[src/rtl/flash_dump_pkg.sv]
`default_nettype none
// ============================================================================
// Module   : flash_dump_pkg
// Purpose  : Shared types, character constants and helpers for the flash dump
//            controller and its ASCII-hex character sequencer.
// Contents : flash_dump_state_t  - controller state encoding
//            CHAR_CR / CHAR_LF   - line terminator characters
//            nibble_to_ascii()   - 4-bit value to uppercase ASCII hex digit
// Revision : 1.0 - initial release
// ============================================================================
package flash_dump_pkg;

  typedef enum logic [2:0] {
    S_IDLE    = 3'd0,
    S_REQ     = 3'd1,
    S_WAIT_RD = 3'd2,
    S_TX      = 3'd3,
    S_DONE    = 3'd4
  } flash_dump_state_t;

  localparam logic [7:0] CHAR_CR = 8'h0D;
  localparam logic [7:0] CHAR_LF = 8'h0A;

  // 0-9 map onto '0'..'9' (0x30..0x39), 10-15 onto 'A'..'F' (0x41..0x46).
  function automatic logic [7:0] nibble_to_ascii(input logic [3:0] nib);
    if (nib < 4'd10) begin
      return 8'h30 + {4'h0, nib};
    end
    return 8'h37 + {4'h0, nib};
  endfunction

endpackage
`default_nettype wire

[src/rtl/flash_dump_fmt.sv]
`default_nettype none
// ============================================================================
// Module   : flash_dump_fmt
// Purpose  : Per-byte character sequencer for the ASCII-hex dump format.
//            Presents the current character for the byte being emitted:
//            high nibble, low nibble, then CR and LF at end of line or run.
// Ports    : clk, rst      - clock, synchronous active-high reset
//            clear         - start of a new run (resets nibble/line position)
//            advance       - the presented character was issued
//            last_byte     - the byte being emitted is the final one of the run
//            data          - byte being emitted
//            char_out      - character to issue now
//            last_char     - char_out is the final character for this byte
// Revision : 1.0 - initial release
// ============================================================================
module flash_dump_fmt
  import flash_dump_pkg::*;
#(
  parameter int BYTES_PER_LINE = 16
) (
  input  logic       clk,
  input  logic       rst,
  input  logic       clear,
  input  logic       advance,
  input  logic       last_byte,
  input  logic [7:0] data,
  output logic [7:0] char_out,
  output logic       last_char
);

  localparam int                LINE_W    = $clog2(BYTES_PER_LINE + 1);
  localparam logic [LINE_W-1:0] LINE_LAST = LINE_W'(BYTES_PER_LINE - 1);

  // Phase within the byte: 0 high nibble, 1 low nibble, 2 CR, 3 LF.
  logic [1:0]        r_phase;
  logic [LINE_W-1:0] r_line_cnt;
  logic              w_eol;

  // Line ends after this byte when the line is full or the run is finishing.
  assign w_eol = last_byte || (r_line_cnt == LINE_LAST);

  always_comb begin
    char_out  = nibble_to_ascii(data[7:4]);
    last_char = 1'b0;
    case (r_phase)
      2'd0: char_out = nibble_to_ascii(data[7:4]);
      2'd1: begin
        char_out  = nibble_to_ascii(data[3:0]);
        last_char = !w_eol;
      end
      2'd2: char_out = CHAR_CR;
      default: begin
        char_out  = CHAR_LF;
        last_char = 1'b1;
      end
    endcase
  end

  always_ff @(posedge clk) begin
    if (rst || clear) begin
      r_phase    <= 2'd0;
      r_line_cnt <= '0;
    end else if (advance) begin
      if (last_char) begin
        r_phase    <= 2'd0;
        r_line_cnt <= w_eol ? '0 : r_line_cnt + LINE_W'(1);
      end else begin
        r_phase <= r_phase + 2'd1;
      end
    end
  end

endmodule
`default_nettype wire

[src/rtl/flash_dump_ctrl.sv]
`default_nettype none
// ============================================================================
// Module   : flash_dump_ctrl
// Purpose  : Reads a run of consecutive bytes from the SPI flash read engine
//            and streams them into the UART TX FIFO, with abort, address
//            wrap-around and run status. Build option FLASH_DUMP_HEX_EN turns
//            each byte into two ASCII hex characters plus CR/LF line breaks.
// Ports    : iClk, iRst               - clock, synchronous active-high reset
//            iStart/iStartAddr/iLength - run request (sampled only when idle)
//            iAbort                   - abort request
//            oRdReq/oRdAddr           - flash read request and address
//            iRdDone/iRdData          - flash read completion and data
//            oTxStart/oTxData/iTxFull - UART TX FIFO write interface
//            oBusy/oDone/oAborted     - run status
//            oByteCount               - bytes fully transmitted this run
// Macro    : FLASH_DUMP_HEX_EN - enable ASCII-hex formatting
// Revision : 1.0 - initial release
// ============================================================================
module flash_dump_ctrl
  import flash_dump_pkg::*;
#(
  parameter int ADDR_W         = 24,
  parameter int LEN_W          = 16,
  parameter int BYTES_PER_LINE = 16
) (
  input  logic              iClk,
  input  logic              iRst,
  input  logic              iStart,
  input  logic [ADDR_W-1:0] iStartAddr,
  input  logic [LEN_W-1:0]  iLength,
  input  logic              iAbort,
  output logic              oRdReq,
  output logic [ADDR_W-1:0] oRdAddr,
  input  logic              iRdDone,
  input  logic [7:0]        iRdData,
  output logic              oTxStart,
  output logic [7:0]        oTxData,
  input  logic              iTxFull,
  output logic              oBusy,
  output logic              oDone,
  output logic              oAborted,
  output logic [LEN_W-1:0]  oByteCount
);

  if (BYTES_PER_LINE < 1) begin : g_bpl_check
    $error("flash_dump_ctrl: BYTES_PER_LINE must be at least 1");
  end

  flash_dump_state_t r_state, w_state_nxt;

  logic [LEN_W-1:0]  r_remain;
  logic [7:0]        r_byte;
  logic              r_abort_pend;

  logic [LEN_W-1:0]  w_remain_nxt;
  logic [7:0]        w_byte_nxt;
  logic              w_abort_pend_nxt;
  logic              w_rd_req_nxt;
  logic              w_tx_start_nxt;
  logic [7:0]        w_tx_data_nxt;
  logic              w_done_nxt;
  logic              w_aborted_nxt;
  logic [LEN_W-1:0]  w_count_nxt;
  logic [ADDR_W-1:0] w_addr_nxt;

  logic [7:0]        w_char;
  logic              w_last_char;
  logic              w_last_byte;
  logic              w_tx_abort;

  assign w_last_byte = (r_remain == LEN_W'(1));

  // An abort that coincides with issuing the very last character of the run
  // loses: the run completes normally and the byte is counted.
  assign w_tx_abort = iAbort && !(!iTxFull && w_last_char && w_last_byte);

`ifdef FLASH_DUMP_HEX_EN
  logic w_fmt_clear;
  logic w_fmt_adv;

  assign w_fmt_clear = (r_state == S_IDLE) && iStart;
  assign w_fmt_adv   = (r_state == S_TX) && !iTxFull && !w_tx_abort;

  flash_dump_fmt #(
    .BYTES_PER_LINE (BYTES_PER_LINE)
  ) u_fmt (
    .clk       (iClk),
    .rst       (iRst),
    .clear     (w_fmt_clear),
    .advance   (w_fmt_adv),
    .last_byte (w_last_byte),
    .data      (r_byte),
    .char_out  (w_char),
    .last_char (w_last_char)
  );
`else
  assign w_char      = r_byte;
  assign w_last_char = 1'b1;
`endif

  always_comb begin
    w_state_nxt      = r_state;
    w_remain_nxt     = r_remain;
    w_byte_nxt       = r_byte;
    w_abort_pend_nxt = r_abort_pend;
    w_rd_req_nxt     = 1'b0;
    w_tx_start_nxt   = 1'b0;
    w_tx_data_nxt    = oTxData;
    w_done_nxt       = 1'b0;
    w_aborted_nxt    = oAborted;
    w_count_nxt      = oByteCount;
    w_addr_nxt       = oRdAddr;

    case (r_state)
      S_IDLE: begin
        if (iStart) begin
          w_addr_nxt       = iStartAddr;
          w_remain_nxt     = iLength;
          w_count_nxt      = '0;
          w_aborted_nxt    = 1'b0;
          w_abort_pend_nxt = 1'b0;
          w_state_nxt      = (iLength == '0) ? S_DONE : S_REQ;
        end
      end

      S_REQ: begin
        if (iAbort) begin
          w_abort_pend_nxt = 1'b1;
          w_state_nxt      = S_DONE;
        end else begin
          w_rd_req_nxt = 1'b1;
          w_state_nxt  = S_WAIT_RD;
        end
      end

      // The flash transaction cannot be cancelled: an abort is remembered and
      // acted on once the read completes, and the returned byte is dropped.
      S_WAIT_RD: begin
        if (iAbort) begin
          w_abort_pend_nxt = 1'b1;
        end
        if (iRdDone) begin
          if (iAbort || r_abort_pend) begin
            w_state_nxt = S_DONE;
          end else begin
            w_byte_nxt  = iRdData;
            w_state_nxt = S_TX;
          end
        end
      end

      S_TX: begin
        if (w_tx_abort) begin
          w_abort_pend_nxt = 1'b1;
          w_state_nxt      = S_DONE;
        end else if (!iTxFull) begin
          w_tx_start_nxt = 1'b1;
          w_tx_data_nxt  = w_char;
          if (w_last_char) begin
            w_count_nxt  = oByteCount + LEN_W'(1);
            w_addr_nxt   = oRdAddr + ADDR_W'(1);
            w_remain_nxt = r_remain - LEN_W'(1);
            w_state_nxt  = w_last_byte ? S_DONE : S_REQ;
          end
        end
      end

      S_DONE: begin
        w_done_nxt    = 1'b1;
        w_aborted_nxt = r_abort_pend;
        w_state_nxt   = S_IDLE;
      end

      default: w_state_nxt = S_IDLE;
    endcase
  end

  always_ff @(posedge iClk) begin
    if (iRst) begin
      r_state      <= S_IDLE;
      r_remain     <= '0;
      r_byte       <= '0;
      r_abort_pend <= 1'b0;
      oRdReq       <= 1'b0;
      oRdAddr      <= '0;
      oTxStart     <= 1'b0;
      oTxData      <= '0;
      oBusy        <= 1'b0;
      oDone        <= 1'b0;
      oAborted     <= 1'b0;
      oByteCount   <= '0;
    end else begin
      r_state      <= w_state_nxt;
      r_remain     <= w_remain_nxt;
      r_byte       <= w_byte_nxt;
      r_abort_pend <= w_abort_pend_nxt;
      oRdReq       <= w_rd_req_nxt;
      oRdAddr      <= w_addr_nxt;
      oTxStart     <= w_tx_start_nxt;
      oTxData      <= w_tx_data_nxt;
      oBusy        <= (w_state_nxt != S_IDLE);
      oDone        <= w_done_nxt;
      oAborted     <= w_aborted_nxt;
      oByteCount   <= w_count_nxt;
    end
  end

endmodule
`default_nettype wire

[config.mk]
export PLATFORM = sky130hd
export DESIGN_NAME = flash_dump_ctrl
export DESIGN_NICKNAME = d
export VERILOG_FILES = /design/src/rtl/flash_dump_pkg.sv /design/src/rtl/flash_dump_fmt.sv /design/src/rtl/flash_dump_ctrl.sv
export SDC_FILE = /design/constraint.sdc
export NUM_CORES = 1
export LEC_CHECK = 0
export ABC_AREA = 1
export ABC_CLOCK_PERIOD_IN_PS = 4400
export BUFFER_PORTS_ARGS = -buffer_cell sky130_fd_sc_hd__buf_2
export CORE_MARGIN = 2
export CORE_UTILIZATION = 45
export CTS_BUF_LIST = sky130_fd_sc_hd__clkbuf_4
export CTS_CLUSTER_DIAMETER = 120
export DETAILED_ROUTE_END_ITERATION = 10
export GPL_TIMING_DRIVEN = 0
export PLACE_DENSITY_LB_ADDON = 0.08
export SYNTH_ARGS = -nofsm -noshare
export SYNTH_HDL_FRONTEND = slang
export SYNTH_HIERARCHICAL = 1
export SYNTH_SLANG_ARGS = --single-unit
[constraint.sdc]
create_clock -name iClk -period 4.4 [get_ports iClk]
set_input_delay 0.44 -clock iClk [delete_from_list [all_inputs] [get_ports iClk]]
set_output_delay 0.44 -clock iClk [all_outputs]
set_load 0.1 [all_outputs]
==> results of run 1 <==
## where the power goes
part / internal, uW / switching [uW]
combinational: 150 / 443
clock: 110 / 277
sequential: 782 / 63.6
total: 1040 / 783
## layer usage
layer  share of wire, %  up-vias  routed length (um)  track usage (%)
li1                   -     2728                   -                -
met2                 45      163                6430             39.4
met5                  0        -                   0                0
met3                6.4       15                 922             5.05
met4                1.4        0                 206             7.79
met1                 47     2401                6810             36.1
## registers in the layout, indices dropped and copies added, names as in the netlist
name / flops
r_remain: 16
oBusy: 1
oAborted: 1
oByteCount: 16
oTxData: 8
oDone: 1
oTxStart: 1
r_byte: 8
r_abort_pend: 1
oRdAddr: 24
oRdReq: 1
r_state: 3
## cell usage in the layout, fill, tap and decap left out, types with 2 or more instances in the layout
master    count
xor2_1       16
a21oi_1      51
buf_1         4
nand4_1       5
buf_6         2
clkinv_2      3
nor3_1       11
clkbuf_1     14
ha_1          4
clkinv_1      2
nor2_1      144
buf_2       116
dfxtp_1      81
nor2_2        2
or2_2         8
nand2_1     268
nand3_1      42
inv_1        48
o21ai_0      46
inv_2         2
xnor2_1       7
nor4_1        4
nor3b_1       3
nand3_2       2
clkbuf_4      9
## area by class of cell
cell class | count | area (um^2) | share of cell area, %
Sequential cell | 81 | 1620 | 29.2
Tap cell | 136 | 170 | 3.07
Buffer | 30 | 140 | 2.52
Inverter | 51 | 191 | 3.45
Clock buffer | 9 | 67.6 | 1.22
Clock inverter | 6 | 35.0 | 0.631
Multi-Input combinational cell | 623 | 2800 | 50.3
Timing Repair Buffer | 106 | 531 | 9.56
## final timing paths
kind	from	end	slack, ns	cells past startpoint
setup reg to reg	r_remain[1]$_SDFFE_PP0P_	oTxData[2]$_SDFFE_PP0P_	2.42	11
hold / removal	iRst	oDone$_SDFF_PP0_	0.20	2
setup / recovery	r_remain[1]$_SDFFE_PP0P_	oTxData[2]$_SDFFE_PP0P_	2.42	11
hold reg to reg	r_abort_pend$_SDFFE_PP0P_	oAborted$_SDFFE_PP0P_	0.50	2
## kinds of logic (layout without fill, tap and decap cells)
family | after synthesis | in the layout | synth area share, %
xor+xnor | 23 | 23 | 4.24
fa+ha+maj | 4 | 4 | 1.05
compound gates | 102 | 102 | 11.0
simple gates | 494 | 494 | 42.6
buf+inv | 81 | 202 | 6.98
flops | 81 | 81 | 34.2
## stage by stage
stage               cells  util, %
floorplan             785        -
global placement     1027     53.0
detailed placement   1027     53.0
CTS                  1042     54.0
global route         1042     54.0
finish               1042     54.0
==> results_dict.tcl, run 1 <==
set metrics [dict create \
    die_area_mm2 0.0114 \
    grt_pass1_wl_mm 23.1 \
    synthTopCellsByArea "dfxtp_1 34%, nand2_1 21%, nor2_1 11%, a21oi_1 5.4%, o21ai_0 4.8%" \
    postCtsHoldBufs 0 \
    rsz0062_at_grt "false" \
    postSynthCellCount 785 \
    async_reset_ff_share_pct 0 \
    crit_buf_inv 2 \
    place_area_mm2 0.00545 \
    timing.hold.ws_ns 0.197 \
    grt_max_degree 14 \
    gp_congestion 0.932 \
    clkTransAtPathRegs_ns 0.13 \
    slew_violations 0 \
    cts_tree "yes" \
    cts_buffer_depth 2 \
    dp_slack_ns 2.27 \
    synth_top_cell_area_share_pct 34.2 \
    fin_area_mm2 0.00555 \
    root_buffer "clkbuf_4" \
    grtUsageTotal_pct 25.5 \
    ys_types 33 \
    synthTopCellsByCount "268 x nand2_1, 144 x nor2_1, 81 x dfxtp_1" \
    drtIter0Drc 249 \
    cp.arrival_ns 2.33 \
    numCtsBuffers 9 \
    cts_max_level 3 \
    ios 107 \
    grt_pass1_vias 4772 \
    first_pass_iters 5 \
    fin_skew_ns 0.0245 \
    path_max_fanout 9 \
    hold_class "input pin to register" \
    cts_setup_buffers 0 \
    layout_setup_ws_ns 2.42 \
    post-route-period-util_pct 45.0 \
    via_per_inst 5.09 \
    drv_cap 0 \
    crit_path_frequent_cell "nor2_1" \
    fin_crit_ns 1.98 \
    setup_viol 0 \
    peakVddDrop_v 0.000179 \
    critPathKind "register to register" \
    hpwlAfterDp_mm 10.8 \
    clock_latency_ns 0.46 \
    end_kind "register" \
    tightest_slew_ns 0.654 \
    ys_seq_elements 81 \
    power_density_mw_per_mm2 329 \
    critPathMaxStageDelay_ns 0.33 \
    status "complete, no violations" \
    power.leakage_uw 0.00256 \
    synth_area_leader_cell "dfxtp_1" \
    synth-edff-count 0 \
    die_h_um 107 \
    post_drt_wl_per_cell_um 13.8 \
    port_buffers 106 \
    ant_nets 0 \
    n_antenna_cell 0 \
    cp_slowest_cell "dfxtp_1" \
    path_cells "inv_1 -> ha_1 -> nand3_1 -> nor2_1 -> nand3_2 -> nand2_1 -> nand2_1 -> nor2_4 -> clkinv_1 -> nor2_1 -> nor2_1" \
    yosys_warnings 6 \
    cpLargestDelayFamily "simple AND/OR/NAND/NOR gates" \
    max_freq_mhz 505 \
    syn-cell-area_mm2 0.00475 \
    area_growth_pct 16.9 \
    relSlewSlack_pct 56.4 \
    hold_viol_final 0 \
    synth_seq_area_share_pct 34.2 \
    syn_nets 843 \
    crit_required_ns 4.74 \
    via_count 5307 \
    avgSynthCellArea_um2 6.05 \
    drive_above_1_share_pct 16.3 \
    cts_resized 0 \
    startpoint_type "register" \
    drc 0 \
    fp.dieW_um 107 \
    rows 37 \
    core_mm2 0.0103 \
    antenna_found_initial 0 \
    nets 960 \
    finalPower_uw 1830 \
    start_util_pct 46.2 \
    synth_most_common_cell "nand2_1" \
    overflow 0 \
    fillCellCount 1081 \
    wl_mm 14.4 \
    tns_ns 0 \
    ys.flop_type "dfxtp_1" \
    cts.sinks 81 \
]
Power figures use the tool's default switching activity.
==> run 2: changes to the inputs <==
ABC_CLOCK_PERIOD_IN_PS = 1700   (was 4400)
clock period = 1.7 ns   (was 4.4 ns; I/O delays follow)
==> run 2 against run 1 <==
Clock skew is 0.0023 ns lower. Utilization is 6.3 points higher. Final cell count is 2.3% higher. Total power grew to 2.9 times the previous value. Flip-flop and latch count stayed put. First-iteration DRC count is 26% higher. Combinational power grew to 3.0 times the previous value. Highest routed layer unchanged.
==> results_dict.tcl, run 2 (same netlist as run 1, synthesis figures left out) <==
set metrics [dict create \
    status "complete, no violations" \
    core_mm2 0.0103 \
    critPathKind "register to register" \
    rows 37 \
    overflow 0 \
    wl_mm 15.0 \
    first_pass_iters 5 \
    multi_input_area_mm2 0.00298 \
    largest_reg_flops 24 \
    crit_path_frequent_cell "nand3_2" \
    drc 0 \
    grtUsageTotal_pct 26.2 \
    hpwlAfterDp_mm 10.9 \
    cts_tree "yes" \
    place_area_mm2 0.00556 \
    n_antenna_cell 0 \
    fp.dieW_um 107 \
    cpLargestDelayFamily "simple AND/OR/NAND/NOR gates" \
    area_growth_pct 30.6 \
    cp.arrival_ns 2.08 \
    fillCellCount 1034 \
    numPlacedInstances 1027 \
    power.leakage_uw 0.00279 \
    root_buffer "clkbuf_4" \
    reg.largest.list "oRdAddr: 24 flops, oByteCount: 16 flops, r_remain: 16 flops" \
    post_drt_wl_per_cell_um 14.0 \
    max_freq_mhz 590 \
    cts_max_level 3 \
    drtIter0Drc 313 \
    via_count 5520 \
    final-seq-area_mm2 0.00172 \
    hold_viol_final 0 \
    nets 983 \
    fin_area_mm2 0.00620 \
    timing.hold.ws_ns 0.00718 \
    critPathMaxStageDelay_ns 0.35 \
    gp_congestion 0.921 \
    stdcell_count 1066 \
    peakVddDrop_v 0.000599 \
    finalPower_uw 5320 \
    grt_pass1_wl_mm 23.8 \
    post-route-period-util_pct 99.7 \
    rsz0062_at_grt "true" \
    fin_skew_ns 0.0222 \
    mostFrequentLayoutCell "nand2_1" \
    relSlewSlack_pct 55.7 \
    drive_above_1_share_pct 28.3 \
    cts_buffer_depth 2 \
    grt_max_degree 15 \
    hold_class "input pin to register" \
    slew_violations 0 \
    setup_viol 0 \
    fin_crit_ns 1.69 \
    numCtsBuffers 9 \
    clkTransAtPathRegs_ns 0.15 \
    start_util_pct 46.2 \
    regMostFlops "oRdAddr" \
    antenna_found_initial 0 \
    clock_latency_ns 0.47 \
    startpoint_type "register" \
    final_cell_mix "254 x nand2_1, 133 x nor2_1, 109 x buf_2" \
    die_h_um 107 \
    path_max_fanout 6 \
    crit_required_ns 2.09 \
    crit_buf_inv 4 \
    end_kind "register" \
    ant_nets 0 \
    path_cells "inv_2 -> ha_4 -> nand3_2 -> nor2_2 -> nand3_2 -> nand3_2 -> nand3_4 -> inv_4 -> buf_6 -> clkbuf_16 -> nand2_2 -> a21oi_1" \
    die_area_mm2 0.0114 \
    tightest_slew_ns 0.665 \
    cts.sinks 81 \
    power_density_mw_per_mm2 857 \
    via_per_inst 5.18 \
    drv_cap 0 \
    utilization_pct 60.3 \
    ios 107 \
    cp_slowest_cell "dfxtp_2" \
    grt_pass1_vias 4934 \
    port_buffers 106 \
]
[run 2: changes by cell type in the layout (fill, tap and decap cells not counted), moves of 8 or more]
cell | before | now
nor2_1 | 144 | 133
dfxtp_4 | 0 | 17
nand2_2 | 0 | 11
dfxtp_2 | 0 | 29
nand2_1 | 268 | 254
dlygate4sd3_1 | 0 | 11
buf_4 | 0 | 12
a21oi_1 | 51 | 43
o21ai_0 | 46 | 36
a21oi_2 | 0 | 8
dfxtp_1 | 81 | 35
[run 2: final cells by class]
class	count	area share, %
Multi-Input combinational cell	623	48.1
Sequential cell	81	27.8
Timing Repair Buffer	130	12.5
Inverter	51	3.25
Buffer	29	2.99
Tap cell	136	2.74
Clock inverter	7	1.53
Clock buffer	9	1.09
[run 2: worst paths after layout]
check	from	to	slack, ns	depth (start not counted)
worst max-delay path	r_remain[1]$_SDFFE_PP0P_	oByteCount[3]$_SDFFE_PP0P_	0.006	12
worst min-delay path	iStartAddr[19]	oRdAddr[19]$_SDFFE_PP0P_	0.007	5
worst max register to register	r_remain[1]$_SDFFE_PP0P_	oByteCount[3]$_SDFFE_PP0P_	0.006	12
worst min register to register	r_abort_pend$_SDFFE_PP0P_	r_abort_pend$_SDFFE_PP0P_	0.50	2
[run 2: worst reg2reg max path, stage by stage, from the launching register on]
cell and delay, ns:
dfxtp_2 0.35, inv_2 0.08, ha_4 0.12, nand3_2 0.07, nor2_2 0.12, nand3_2 0.12, nand3_2 0.11, nand3_4 0.11
inv_4 0.09, buf_6 0.13, clkbuf_16 0.16, nand2_2 0.05, a21oi_1 0.11
[run 2: per-stage QoR]
step,setup TNS [ns],worst slack (ns)
after global placement,-6.89,-0.263
after detailed placement,-8.62,-0.305
after global routing,-4.06,-0.119
after floorplan,-0.0336,-0.0336
final,0,0.00551
after CTS,-0.0193,-0.00893
[run 2: report_power, final]
group          internal (uW)  leakage, uW  switching (uW)
clock                    596    0.0000875             748
sequential              2040     0.000686             179
combinational            528      0.00202            1230
total                   3160      0.00279            2150
[run 2: what timing repair did]
action / in CTS / in global routing
pin swaps: 5 / 13
hold endpoints to repair: 11 / 0
resized for setup: 29 / 70
cloned: 0 / 1
buffers inserted: 8 / 5
hold buffers: 11 / 0
endpoints found under the setup margin: 68 / 66
[run 2: metal layers]
layer	wire length [um]	up-vias	track usage, %
li1	-	2779	-
met1	6910	2519	35.4
met2	6710	193	41.9
met3	1020	29	4.50
met4	318	0	9.46
met5	0	-	0
